`config.mk`:
```
export PLATFORM = sky130hd
export DESIGN_NAME = shift_right_seq
export DESIGN_NICKNAME = d
export VERILOG_FILES = /design/src/rtl/shift_pkg.sv /design/src/rtl/shift_right_step.sv /design/src/rtl/shift_right_seq.sv
export SDC_FILE = /design/constraint.sdc
export NUM_CORES = 1
export LEC_CHECK = 0
export BUFFER_PORTS_ARGS = -buffer_cell sky130_fd_sc_hd__buf_2
export CAP_MARGIN = 15
export CORE_UTILIZATION = 40
export CTS_CLUSTER_DIAMETER = 100
export DETAILED_ROUTE_END_ITERATION = 8
export PLACE_DENSITY = 0.61
export SYNTH_ARGS = -nofsm -noshare
export SYNTH_HDL_FRONTEND = slang
export SYNTH_HIERARCHICAL = 1
export SYNTH_SLANG_ARGS = --single-unit
```
`constraint.sdc`:
```
create_clock -name clk -period 3 [get_ports clk]
set_clock_uncertainty 0.05 [all_clocks]
set_input_delay 0.6 -clock clk [delete_from_list [all_inputs] [get_ports clk]]
set_output_delay 0.6 -clock clk [all_outputs]
set_load 0.05 [all_outputs]
```
`src/rtl/shift_pkg.sv`:
```
// Shared definitions for the multi-cycle right shifter.
// FSM encodings, default step size and shift-amount width.
package shift_pkg;

    localparam int XLEN_DEF = 64;
    localparam int STEP_DEF = 4;
    localparam int SHAMT_W  = $clog2(XLEN_DEF);

    typedef enum logic [1:0] {
        S_IDLE  = 2'd0,
        S_SHIFT = 2'd1,
        S_DONE  = 2'd2
    } state_t;

endpackage

```
`src/rtl/shift_right_step.sv`:
```
// One iteration of the right shifter.
// Shifts by s in [0,STEP] and fills vacated bits with fill.
module shift_right_step #(
    parameter int XLEN = 64,
    parameter int STEP = 4,
    parameter int SW   = $clog2(STEP + 1)
) (
    input  logic [XLEN-1:0] din,
    input  logic [SW-1:0]   s,
    input  logic            fill,
    output logic [XLEN-1:0] dout
);

    logic [XLEN-1:0] ones;
    logic [XLEN-1:0] mask;

    // Logical shift, then OR the fill bit into the vacated top bits
    always_comb begin
        ones = '1;
        mask = ~(ones >> s);
        dout = (din >> s) | (fill ? mask : '0);
    end

endmodule

```
`src/rtl/shift_right_seq.sv`:
```
// Multi-cycle SRL/SRA/SRLW/SRAW for the execute stage.
// Shifts up to STEP bits per cycle under start/busy/done.
module shift_right_seq
    import shift_pkg::*;
#(
    parameter int XLEN = XLEN_DEF,
    parameter int STEP = STEP_DEF
) (
    input  logic               clk,
    input  logic               reset,
    input  logic               start,
    input  logic               arith,
    input  logic               word,
    input  logic [XLEN-1:0]    data_in,
    input  logic [SHAMT_W-1:0] shamt,
    output logic               busy,
    output logic               done,
    output logic [XLEN-1:0]    result
);

    localparam int SW = $clog2(STEP + 1);
    localparam logic [SHAMT_W:0] STEP_N = (SHAMT_W + 1)'(STEP);

    state_t state_q, state_d;

    logic [XLEN-1:0]    opreg_q, opreg_d;
    logic [SHAMT_W-1:0] n_q, n_d;
    logic               fill_q, fill_d;
    logic               word_q, word_d;
    logic [XLEN-1:0]    res_d;

    logic [XLEN-1:0]    ld_op;
    logic [SHAMT_W-1:0] ld_n;
    logic               ld_fill;
    logic               accept;
    logic [SW-1:0]      step_s;
    logic [XLEN-1:0]    step_out;

    shift_right_step #(
        .XLEN (XLEN),
        .STEP (STEP),
        .SW   (SW)
    ) u_step (
        .din  (opreg_q),
        .s    (step_s),
        .fill (fill_q),
        .dout (step_out)
    );

    // State register
    always_ff @(posedge clk) begin
        if (!reset) state_q <= S_IDLE;
        else        state_q <= state_d;
    end

    // Next state, datapath next values and status outputs
    always_comb begin
        busy    = 1'b0;
        done    = 1'b0;
        state_d = state_q;
        opreg_d = opreg_q;
        n_d     = n_q;
        fill_d  = fill_q;
        word_d  = word_q;
        res_d   = result;

        if (word) begin
            ld_op = arith ? {{(XLEN-32){data_in[31]}}, data_in[31:0]}
                          : {{(XLEN-32){1'b0}}, data_in[31:0]};
            ld_n  = {1'b0, shamt[4:0]};
        end else begin
            ld_op = data_in;
            ld_n  = shamt;
        end
        ld_fill = arith & ld_op[XLEN-1];

        step_s = ({1'b0, n_q} > STEP_N) ? SW'(STEP) : SW'(n_q);
        accept = start && (state_q != S_SHIFT);

        unique case (state_q)
            S_IDLE:  busy = 1'b0;
            S_SHIFT: busy = 1'b1;
            S_DONE:  done = 1'b1;
            default: busy = 1'b0;
        endcase

        if (accept) begin
            opreg_d = ld_op;
            n_d     = ld_n;
            fill_d  = ld_fill;
            word_d  = word;
            state_d = (ld_n != '0) ? S_SHIFT : S_DONE;
        end else if (state_q == S_SHIFT) begin
            opreg_d = step_out;
            n_d     = n_q - SHAMT_W'(step_s);
            if (n_d == '0) state_d = S_DONE;
        end else if (state_q == S_DONE) begin
            state_d = S_IDLE;
        end else begin
            state_d = S_IDLE;
        end

        if (state_d == S_DONE) begin
            res_d = word_d ? {{(XLEN-32){opreg_d[31]}}, opreg_d[31:0]}
                           : opreg_d;
        end
    end

    // Operand, count, flags and result registers
    always_ff @(posedge clk) begin
        if (!reset) begin
            opreg_q <= '0;
            n_q     <= '0;
            fill_q  <= 1'b0;
            word_q  <= 1'b0;
            result  <= '0;
        end else begin
            opreg_q <= opreg_d;
            n_q     <= n_d;
            fill_q  <= fill_d;
            word_q  <= word_d;
            result  <= res_d;
        end
    end

endmodule
```
# ---- Yosys cells after proc, flatten, opt, wreduce, memory -nomap -nowiden
# Index checks and enable logic that the tools add are counted.
dict set report totals {
  regBits 138
  inputBits 75
  word_cells 38
  out_inout_bits 66
}
dict set report op_classes {
  eq_ne 4
  magnitude_cmp 1
  bitwise_logic 3
  n_mux 17
  shifts 2
  n_reduce_logical 4
  add_sub_neg 1
}
# cell n
set ops {}
lappend ops {{2-to-1 mux 64 bit} 6}
lappend ops {{inverter 64 bit} 1}
lappend ops {{OR 64 bit} 1}
lappend ops {{right shift 64 x 3 -> 64 bit} 1}
lappend ops {{right shift 64 x 3 -> 64 bit, first input constant} 1}
lappend ops {{2-to-1 mux 6 bit} 3}
lappend ops {{2-to-1 mux 2 bit} 4}
lappend ops {{greater-than comparator 6 x 3 -> 1 bit, second input constant} 1}
lappend ops {{zero test 6 bit} 1}
lappend ops {{nonzero test 6 bit} 1}
lappend ops {{subtractor 6 x 3 -> 6 bit} 1}
lappend ops {{equality test 2 bit, second input constant} 2}
lappend ops {{2-to-1 mux 1 bit} 3}
lappend ops {{2-to-1 mux 3 bit} 1}
lappend ops {{equality test 2 x 1 -> 1 bit, second input constant} 1}
lappend ops {{inequality test 2 x 1 -> 1 bit, second input constant} 1}
lappend ops {{nonzero test 2 bit} 1}
lappend ops {{bitwise AND 1 bit} 1}
lappend ops {{logical AND 1 bit} 1}

# ---- Depth between registers and ports, before layout
# Gate-level depths: netlist of the first run.
dict set report logic_depth {
  word_depth 9
  ltp_mapped 13
  mapped_depth_nobuf 10
}

# ---- Modules after synthesis
# The synthesis of the first run kept the hierarchy.
# module n_inst seq_area_each_um2 area_per_inst_um2 cells_each
set by_module_without_submodules {}
lappend by_module_without_submodules {shift_right_seq 1 2762.6 6459.9 746}
lappend by_module_without_submodules {shift_right_step 1 0.0 2059.5 269}

# ---- Worst setup path after synthesis of the first run
# No wires, ideal clock.
dict set report synth_timing {
  path_type {reg2reg}
  start {register n_q[3]}
  end {register result[43]}
  path_stages_with_launch 14
  setup_ps 151
  required_time_ps 2799
  period_less_slack_ps 3019
  arrival_time_ps 2818
  path_slack_ps -19
  n_path_buf 4
  path_cell_list {dfxtp_1 buf_6 nor4_1 and2_1 buf_6 buf_6 mux2_2 o22ai_1 a221oi_1 nand3b_1 o21ai_1 a21bo_2 clkbuf_1 a311oi_2}
}
dict set report synth_via {
  elab_chain_cells 9
  elab_cells_between_ends 16
  cone_classes {add/sub (1); order compare (1); eq/ne (1); shift (2); mux (8); bitwise (2); reduce/logical (1)}
}
# item line
set synth_rtl {}
lappend synth_rtl {{start: declaration} shift_right_seq.sv:27} ;# logic [SHAMT_W-1:0] n_q, n_d;
lappend synth_rtl {{start signal: assignment} shift_right_seq.sv:119} ;# n_q <= n_d;
lappend synth_rtl {{greater-than comparator 6 x 3 -> 1 bit *} shift_right_seq.sv:77} ;# step_s = ({1'b0, n_q} > STEP_N) ? SW'(STEP) : SW'(n_q);
lappend synth_rtl {{2-to-1 mux 3 bit *} shift_right_seq.sv:77}
lappend synth_rtl {{named net step_s[1]} shift_right_seq.sv:36} ;# logic [SW-1:0] step_s;
lappend synth_rtl {{right shift 64 x 3 -> 64 bit} shift_right_step.sv:20} ;# mask = ~(ones >> s);
lappend synth_rtl {{inverter 64 bit} shift_right_step.sv:20}
lappend synth_rtl {{2-to-1 mux 64 bit} shift_right_step.sv:21} ;# dout = (din >> s) | (fill ? mask : '0);
lappend synth_rtl {{OR 64 bit *} shift_right_step.sv:21}
lappend synth_rtl {{named net step_out[31]} shift_right_seq.sv:37} ;# logic [XLEN-1:0] step_out;
lappend synth_rtl {{2-to-1 mux 64 bit *} shift_right_seq.sv:93} ;# end else if (state_q == S_SHIFT) begin
lappend synth_rtl {{2-to-1 mux 64 bit *} shift_right_seq.sv:87} ;# if (accept) begin
lappend synth_rtl {{2-to-1 mux 64 bit *} shift_right_seq.sv:104} ;# res_d = word_d ? {{(XLEN-32){opreg_d[31]}}, opreg_d[31:0]}
lappend synth_rtl {{end signal: assignment} shift_right_seq.sv:122} ;# result <= res_d;
lappend synth_rtl {{end: declaration} shift_right_seq.sv:18} ;# output logic [XLEN-1:0] result
# The timed path passes the listed nets; every way through them passes the cells marked *.
# A chain may end at the register's enable or synchronous reset.

# ---- Final worst setup path of the first run
dict set report layout_timing {
  start {register n_q[5]}
  end {register result[62]}
}
# The elaborated chain is that of the path after synthesis.

==> summary.txt, run 1 <==
Yosys
  • #FFs+latches synth: approximately 140
  • Syn Nets: 1,091
  • Synth Warn #: 6
  • Post-synthesis async set-or-reset flop share: 0%
  • Number of synthesized flops with an enable pin: 0
  • Largest cells by area after synthesis: dfxtp_1 32%, mux2i_1 8.0%, nor2_1 5.7%
  • Syn avg cell area: around 8.4 um^2
  • Area of the mapped netlist: ~0.0085 mm^2
  • Synth cell count leaders: 138 x dfxtp_1, 129 x nor2_1, 73 x a21oi_1
  • Count of different cell masters after synthesis: 53
  • Synth Flop Type: dfxtp_1
  • Post-synth top area cell: dfxtp_1
  • Register area share after synthesis: about 32%
  • Post-Synthesis Cells: 1,015
  • Post-synth top area share: 32.4%
  • Most frequent cell after synthesis: dfxtp_1

Setup path
  • Worst EP arrival: approximately 3.1 ns
  • CP endpoint kind: flop
  • Crit Path Max Fanout: 17
  • Worst EP required: approximately 3.3 ns
  • Critical Path Source: n_q[5]$_SDFFE_PN0P_
  • Setup Crit Path Kind: reg2reg
  • Startpoint Class: flop
  • Worst r2r src: n_q[5]$_SDFFE_PN0P_

Timing
  • Fin crit period: 2.80 ns
  • Fin. Hold Viols: 0
  • Fin. max-slew vios: 0
  • Final WS setup: ~0.20 ns
  • RSZ-0062 raised after global routing: no
  • Slew margin rel.: 59.9%
  • Setup TNS: 0 ns
  • Peak Freq: 357 MHz
  • Worst Max-Slew Pin Slew: between 0.6 and 0.7 ns
  • Post-route clock period utilization: between 90 and 100%
  • Final setup fails: 0

Die
  • Core Box Area: between 0.02 and 0.025 mm^2
  • Die height: approximately 150 um
  • Die W: 148 um
  • Io pins: 141
  • Die ar.: 0.0219 mm^2
  • FP Rows: 53
  • Initial Util: between 40% and 50%

Power
  • Clock power share: 33.3%
  • Internal power: about 4 mW
  • VDD IR max: 440 uV
  • Net Sw Frac: 36.4%
  • P_leak: ~3.9 nW
  • Total power: 6.38 mW
  • Logic pwr share: between 30% and 40%
  • Reg power frac: 33.7%
  • Cell area power density: 632 mW/mm^2
  • P_sw: 2.32 mW

Global routing
  • Vias in the first global route: 8,003
  • Initial antenna violation count: 0
  • Largest net degree at the start of global routing: 63
  • Global-route wire length before repair: roughly 43,000 um
  • GR Overflow Total: 0
  • Total GRT Usage: 24.4%

Layout
  • Fill cells: about 2.1k
  • Final #Nets: 1,186
  • Register Area: between 0.002 and 0.003 mm^2
  • Multi-input logic area: 0.00518 mm^2
  • Layout cells sized above 1: 27.0%
  • Diodes inserted: 0
  • P&R area growth vs syn: 18.3%
  • Design area: 0.0101 mm^2

Clocking
  • Num CTS Buffers: 17
  • Htree depth: 4
  • Postcts setup bufs: 0
  • Clk slew on worst S/H paths: around 0.06 ns
  • Clk_lat worst skew: 0.43 ns
  • CTS root buffer: clkbuf_16
  • Hold-fix buffers, CTS: 0
  • Resize count post-CTS: 0
  • Clock tree sinks: around 140
  • CTS Buffer Depth: 2
  • CTS tree: done

Place
  • Global placer's final weighted congestion: 0.856
  • Pre-CTS setup slack: 0.119 ns
  • IO buf count: 140
  • Placed Area: 0.00948 mm^2
  • Dpl hpwl: roughly 18,000 um

Run
  • Max cap viols: 0

Routing
  • Routed length per placed instance: 18.7 um
  • Vias per inst: 5.96
  • 1st-iter DRT viols: 896
  • Overall routed net length: 26,200 um
  • Antenna Nets Post-Route: 0
  • DRC viols: 0
  • Via count: 8,334
  • 1st-pass router iterations: 7

Worst hold path
  • Hold crit path type: reg2reg
  • Hold Startpoint: result[12]$_SDFFE_PN0N_

Status
  • Status: finished clean
[layout make-up]
cell class | count | area share, %
multi-input combinational | 751 | 51.4
sequential | 138 | 27.4
timing repair buffer | 191 | 11.5
clock buffer | 19 | 4.39
tap | 275 | 3.41
clock inverter | 13 | 1.44
inverter | 11 | 0.422
[kinds of logic (layout without fill, tap and decap cells)]
| logic type | Yosys count | count (layout) | synth area share, % |
|---|---|---|---|
| and+or+nand+nor | 300 | 300 | 17.1 |
| muxes | 101 | 101 | 12.4 |
| DFF | 138 | 138 | 32.4 |
| other | 1 | 1 | 0.0440 |
| AOI/OAI and AO/OA | 347 | 347 | 30.7 |
| xor gates and xnor gates | 1 | 1 | 0.103 |
| buffers and inverters | 126 | 234 | 7.05 |
| adders and majority gates | 1 | 1 | 0.147 |
[state kept, by name, summed over array words and instances (netlist names)]
signal   count
state_q      2
word_q       1
result      64
opreg_q     64
fill_q       1
n_q          6
[power groups by stage]
stage / logic (mW) / registers, mW / clock network, mW
6_report: 2.11 / 2.15 / 2.12
2_1_floorplan: 1.38 / 2.32 / 0
3_5_place_dp: 2.06 / 2.18 / 0
3_3_place_gp: 2.06 / 2.18 / 0
5_1_grt: 2.28 / 2.17 / 2.24
4_1_cts: 2.07 / 2.14 / 2.15
[worst max-delay path, stage by stage (launching register included)]
cell and delay, ns:
dfxtp_1 0.33, nor4_1 0.30, buf_4 0.18, and2_4 0.26, mux2_2 0.23, o22ai_1 0.09
a221oi_1 0.28, nand3b_1 0.14, o21ai_1 0.11, a21bo_2 0.25, buf_4 0.23, a311oi_2 0.26
[stage by stage]
stage	hold slack (ns)	util, %	cells
floorplan	0.412	-	1015
global placement	0.387	45.2	1366
detailed placement	0.386	45.2	1366
CTS	0.402	48.0	1398
global route	0.417	48.1	1398
finish	0.398	48.1	1398
[layer usage]
metal,vias to the layer above,GRT usage [%],part of all wire [%]
li1,4025,-,-
met4,0,7.99,1.9
met2,302,37.9,45
met1,3962,33.7,47
met5,-,0,0
met3,45,4.75,5.7
[worst paths after layout]
path / cells past startpoint / slack (ns) / end
worst max-delay path: 11 / 0.20 / result[62]$_SDFFE_PN0N_
worst min-delay path: 2 / 0.40 / result[12]$_SDFFE_PN0N_
worst max register to register: 11 / 0.20 / result[62]$_SDFFE_PN0N_
worst min register to register: 2 / 0.40 / result[12]$_SDFFE_PN0N_
[placed cells by master, fill, tap and decap left out, types with 9 or more instances in the layout]
cell type,Yosys,layout
o2bb2ai_1,20,20
nand3_1,34,34
nand2b_1,37,36
a311oi_1,34,33
buf_4,3,46
nand2_1,45,43
mux2_2,32,32
dfxtp_1,138,138
a211oi_1,59,59
nand3b_1,32,32
o22ai_1,39,39
nor2_1,129,129
a221oi_1,30,30
o21ai_0,9,9
clkbuf_16,0,17
buf_2,33,139
o21ai_1,32,32
mux2i_1,68,68
a311oi_2,28,29
a21oi_1,73,73
Note: power is estimated with default switching activity, not from simulation.
==> run 2, diff against run 1 <==
Settings changed: PLACE_DENSITY 0.61 to 0.67.
==> summary.txt, run 2 (synthesis gave the netlist of run 1 again) <==
Setup path
  • Worst EP arrival: 3.07 ns (-0.02 ns)
  • Startpoint Class: flop
  • CP max stage delay: 0.35 ns (+0.02 ns)
  • Crit path cell chain: nor4_1 -> buf_4 -> and2_1 -> or2_2 -> buf_12 -> o22ai_1 -> a221oi_1 -> nor2_1 -> a211oi_1 -> nand3_1 -> o21ai_1
  • Crit-path slowest cell: and2_1
  • Setup Crit Path Kind: reg2reg
  • CP endpoint kind: flop
  • Crit Path Max Fanout: 23 (+6)
  • Worst EP required: 3.30 ns (about the same)

Power
  • Total power: 6.47 mW (+1.6%)
  • VDD IR max: 376 uV (-15%)
  • P_leak: 3.84 nW (-0.96%)
  • Cell area power density: 645 mW/mm^2 (+2.0%)

Clocking
  • Clock tree sinks: 138 (unchanged)
  • Htree depth: 4 (unchanged)
  • CTS tree: done
  • Clk_lat worst skew: 0.42 ns (about the same)
  • CTS Buffer Depth: 2 (unchanged)
  • Clk slew on worst S/H paths: 0.07 ns (about the same)
  • CTS root buffer: clkbuf_16
  • Postcts setup bufs: 0 (unchanged)
  • Num CTS Buffers: 17 (unchanged)

Place
  • Pre-CTS setup slack: 0.190 ns (+0.0716 ns)
  • IO buf count: 140 (unchanged)
  • Global placer's final weighted congestion: 0.893 (+4.4%)
  • Dpl hpwl: 17,100 um (-4.8%)

Routing
  • 1st-iter DRT viols: 927 (+3.5%)
  • Antenna Nets Post-Route: 0 (unchanged)
  • 1st-pass router iterations: 8 (+1)
  • Routed length per placed instance: 18.5 um (-1.0%)
  • DRC viols: 0 (unchanged)
  • Vias per inst: 6.06 (+1.7%)
  • Overall routed net length: 25,800 um (-1.6%)
  • Via count: 8,423 (+1.1%)

Global routing
  • Initial antenna violation count: 2 (+2)
  • Vias in the first global route: 7,884 (-1.5%)
  • Largest net degree at the start of global routing: 69 (+9.5%)
  • Global-route wire length before repair: 41,500 um (-3.0%)
  • Total GRT Usage: 23.3% (-1.1 points)
  • GR Overflow Total: 0 (unchanged)

Timing
  • Fin. Hold Viols: 0 (unchanged)
  • RSZ-0062 raised after global routing: no
  • Post-route clock period utilization: 92.3% (-1.0 points)
  • Peak Freq: 361 MHz (+1.1%)
  • Fin crit period: 2.77 ns (-0.0311 ns)
  • Final WS setup: 0.232 ns (+0.0311 ns)
  • Worst Max-Slew Pin Slew: 0.754 ns (+0.153 ns)
  • Slew margin rel.: 49.7% (-10 points)
  • Fin. max-slew vios: 0 (unchanged)
  • Final setup fails: 0 (unchanged)

Die
  • Initial Util: 40.7% (unchanged)
  • Die ar.: 0.0219 mm^2 (unchanged)
  • FP Rows: 53 (unchanged)
  • Io pins: 141 (unchanged)
  • Core Box Area: 0.0210 mm^2 (unchanged)
  • Die height: 148 um (unchanged)
  • Die W: 148 um (unchanged)

Layout
  • Diodes inserted: 0 (unchanged)
  • Layout cells sized above 1: 26.2% (-0.77 points)
  • P&R area growth vs syn: 17.8%
  • Fin util: 47.9% (-0.23 points)
  • Most frequent cells in the layout: 139 x buf_2, 138 x dfxtp_1, 129 x nor2_1, 73 x a21oi_1, 68 x mux2i_1
  • Final #Nets: 1,177 (-0.76%)
  • Regs by FF count: opreg_q: 64 flops, result: 64 flops, n_q: 6 flops
  • Commonest non-fill, non-tap cell in the layout: buf_2

Run
  • Max cap viols: 0 (unchanged)

Status
  • Status: finished clean

Worst hold path
  • Hold crit path type: reg2reg
[run 2: cell count changes in the layout (fill, tap and decap cells not counted), sizes merged]
cell,change
bufinv,+2
inv,+1
clkinv,-3
buf,-9
[run 2: stage by stage]
stage,std cells,cell area [um^2],TNS [ns],hold WS [ns]
after floorplan,1015,8520,-0.383,0.412
after global placement,1357,9400,0,0.388
after detailed placement,1357,9400,0,0.387
after CTS,1389,10000,0,0.400
after global routing,1389,10000,0,0.409
final,1389,10000,0,0.397
[run 2: layout make-up]
class,count,area [um^2]
Fill cell,2080,10900
Clock buffer,19,433
Clock inverter,13,191
Sequential cell,138,2760
Inverter,11,42.5
Timing Repair Buffer,182,1080
Tap cell,275,344
Multi-Input combinational cell,751,5180
[run 2: layer usage]
metal	up-vias	GRT usage, %	routed length [um]
met4	2	6.80	459
met5	-	0	10
met2	363	36.9	11700
li1	3989	-	-
met1	4029	32.2	11800
met3	40	4.14	1720
[run 2: repair_timing]
item,4_1_cts,5_1_grt
setup endpoints to repair,0,14
resized for setup,0,4
hold buffers,0,0
[run 2: critical path, delay by kind of cell, from the launching register on]
family / cells / cell delay (ns)
AOI/OAI and AO/OA: 4 / 0.79
DFF: 1 / 0.34
buffers and inverters: 2 / 0.36
and+or+nand+nor: 5 / 1.16
[run 2: path summary, 6_finish.rpt]
kind	start	endpoint	slack, ns	depth (start not counted)
max	n_q[5]$_SDFFE_PN0P_	result[30]$_SDFFE_PN0N_	0.23	11
min	result[8]$_SDFFE_PN0N_	result[8]$_SDFFE_PN0N_	0.40	2
max reg2reg	n_q[5]$_SDFFE_PN0P_	result[30]$_SDFFE_PN0N_	0.23	11
min reg2reg	result[8]$_SDFFE_PN0N_	result[8]$_SDFFE_PN0N_	0.40	2
[run 2: report_power, final]
group / total (mW) / switching, mW / internal (mW)
clock network: 2.26 / 0.856 / 1.40
registers: 2.15 / 0.137 / 2.01
logic: 2.07 / 1.30 / 0.768
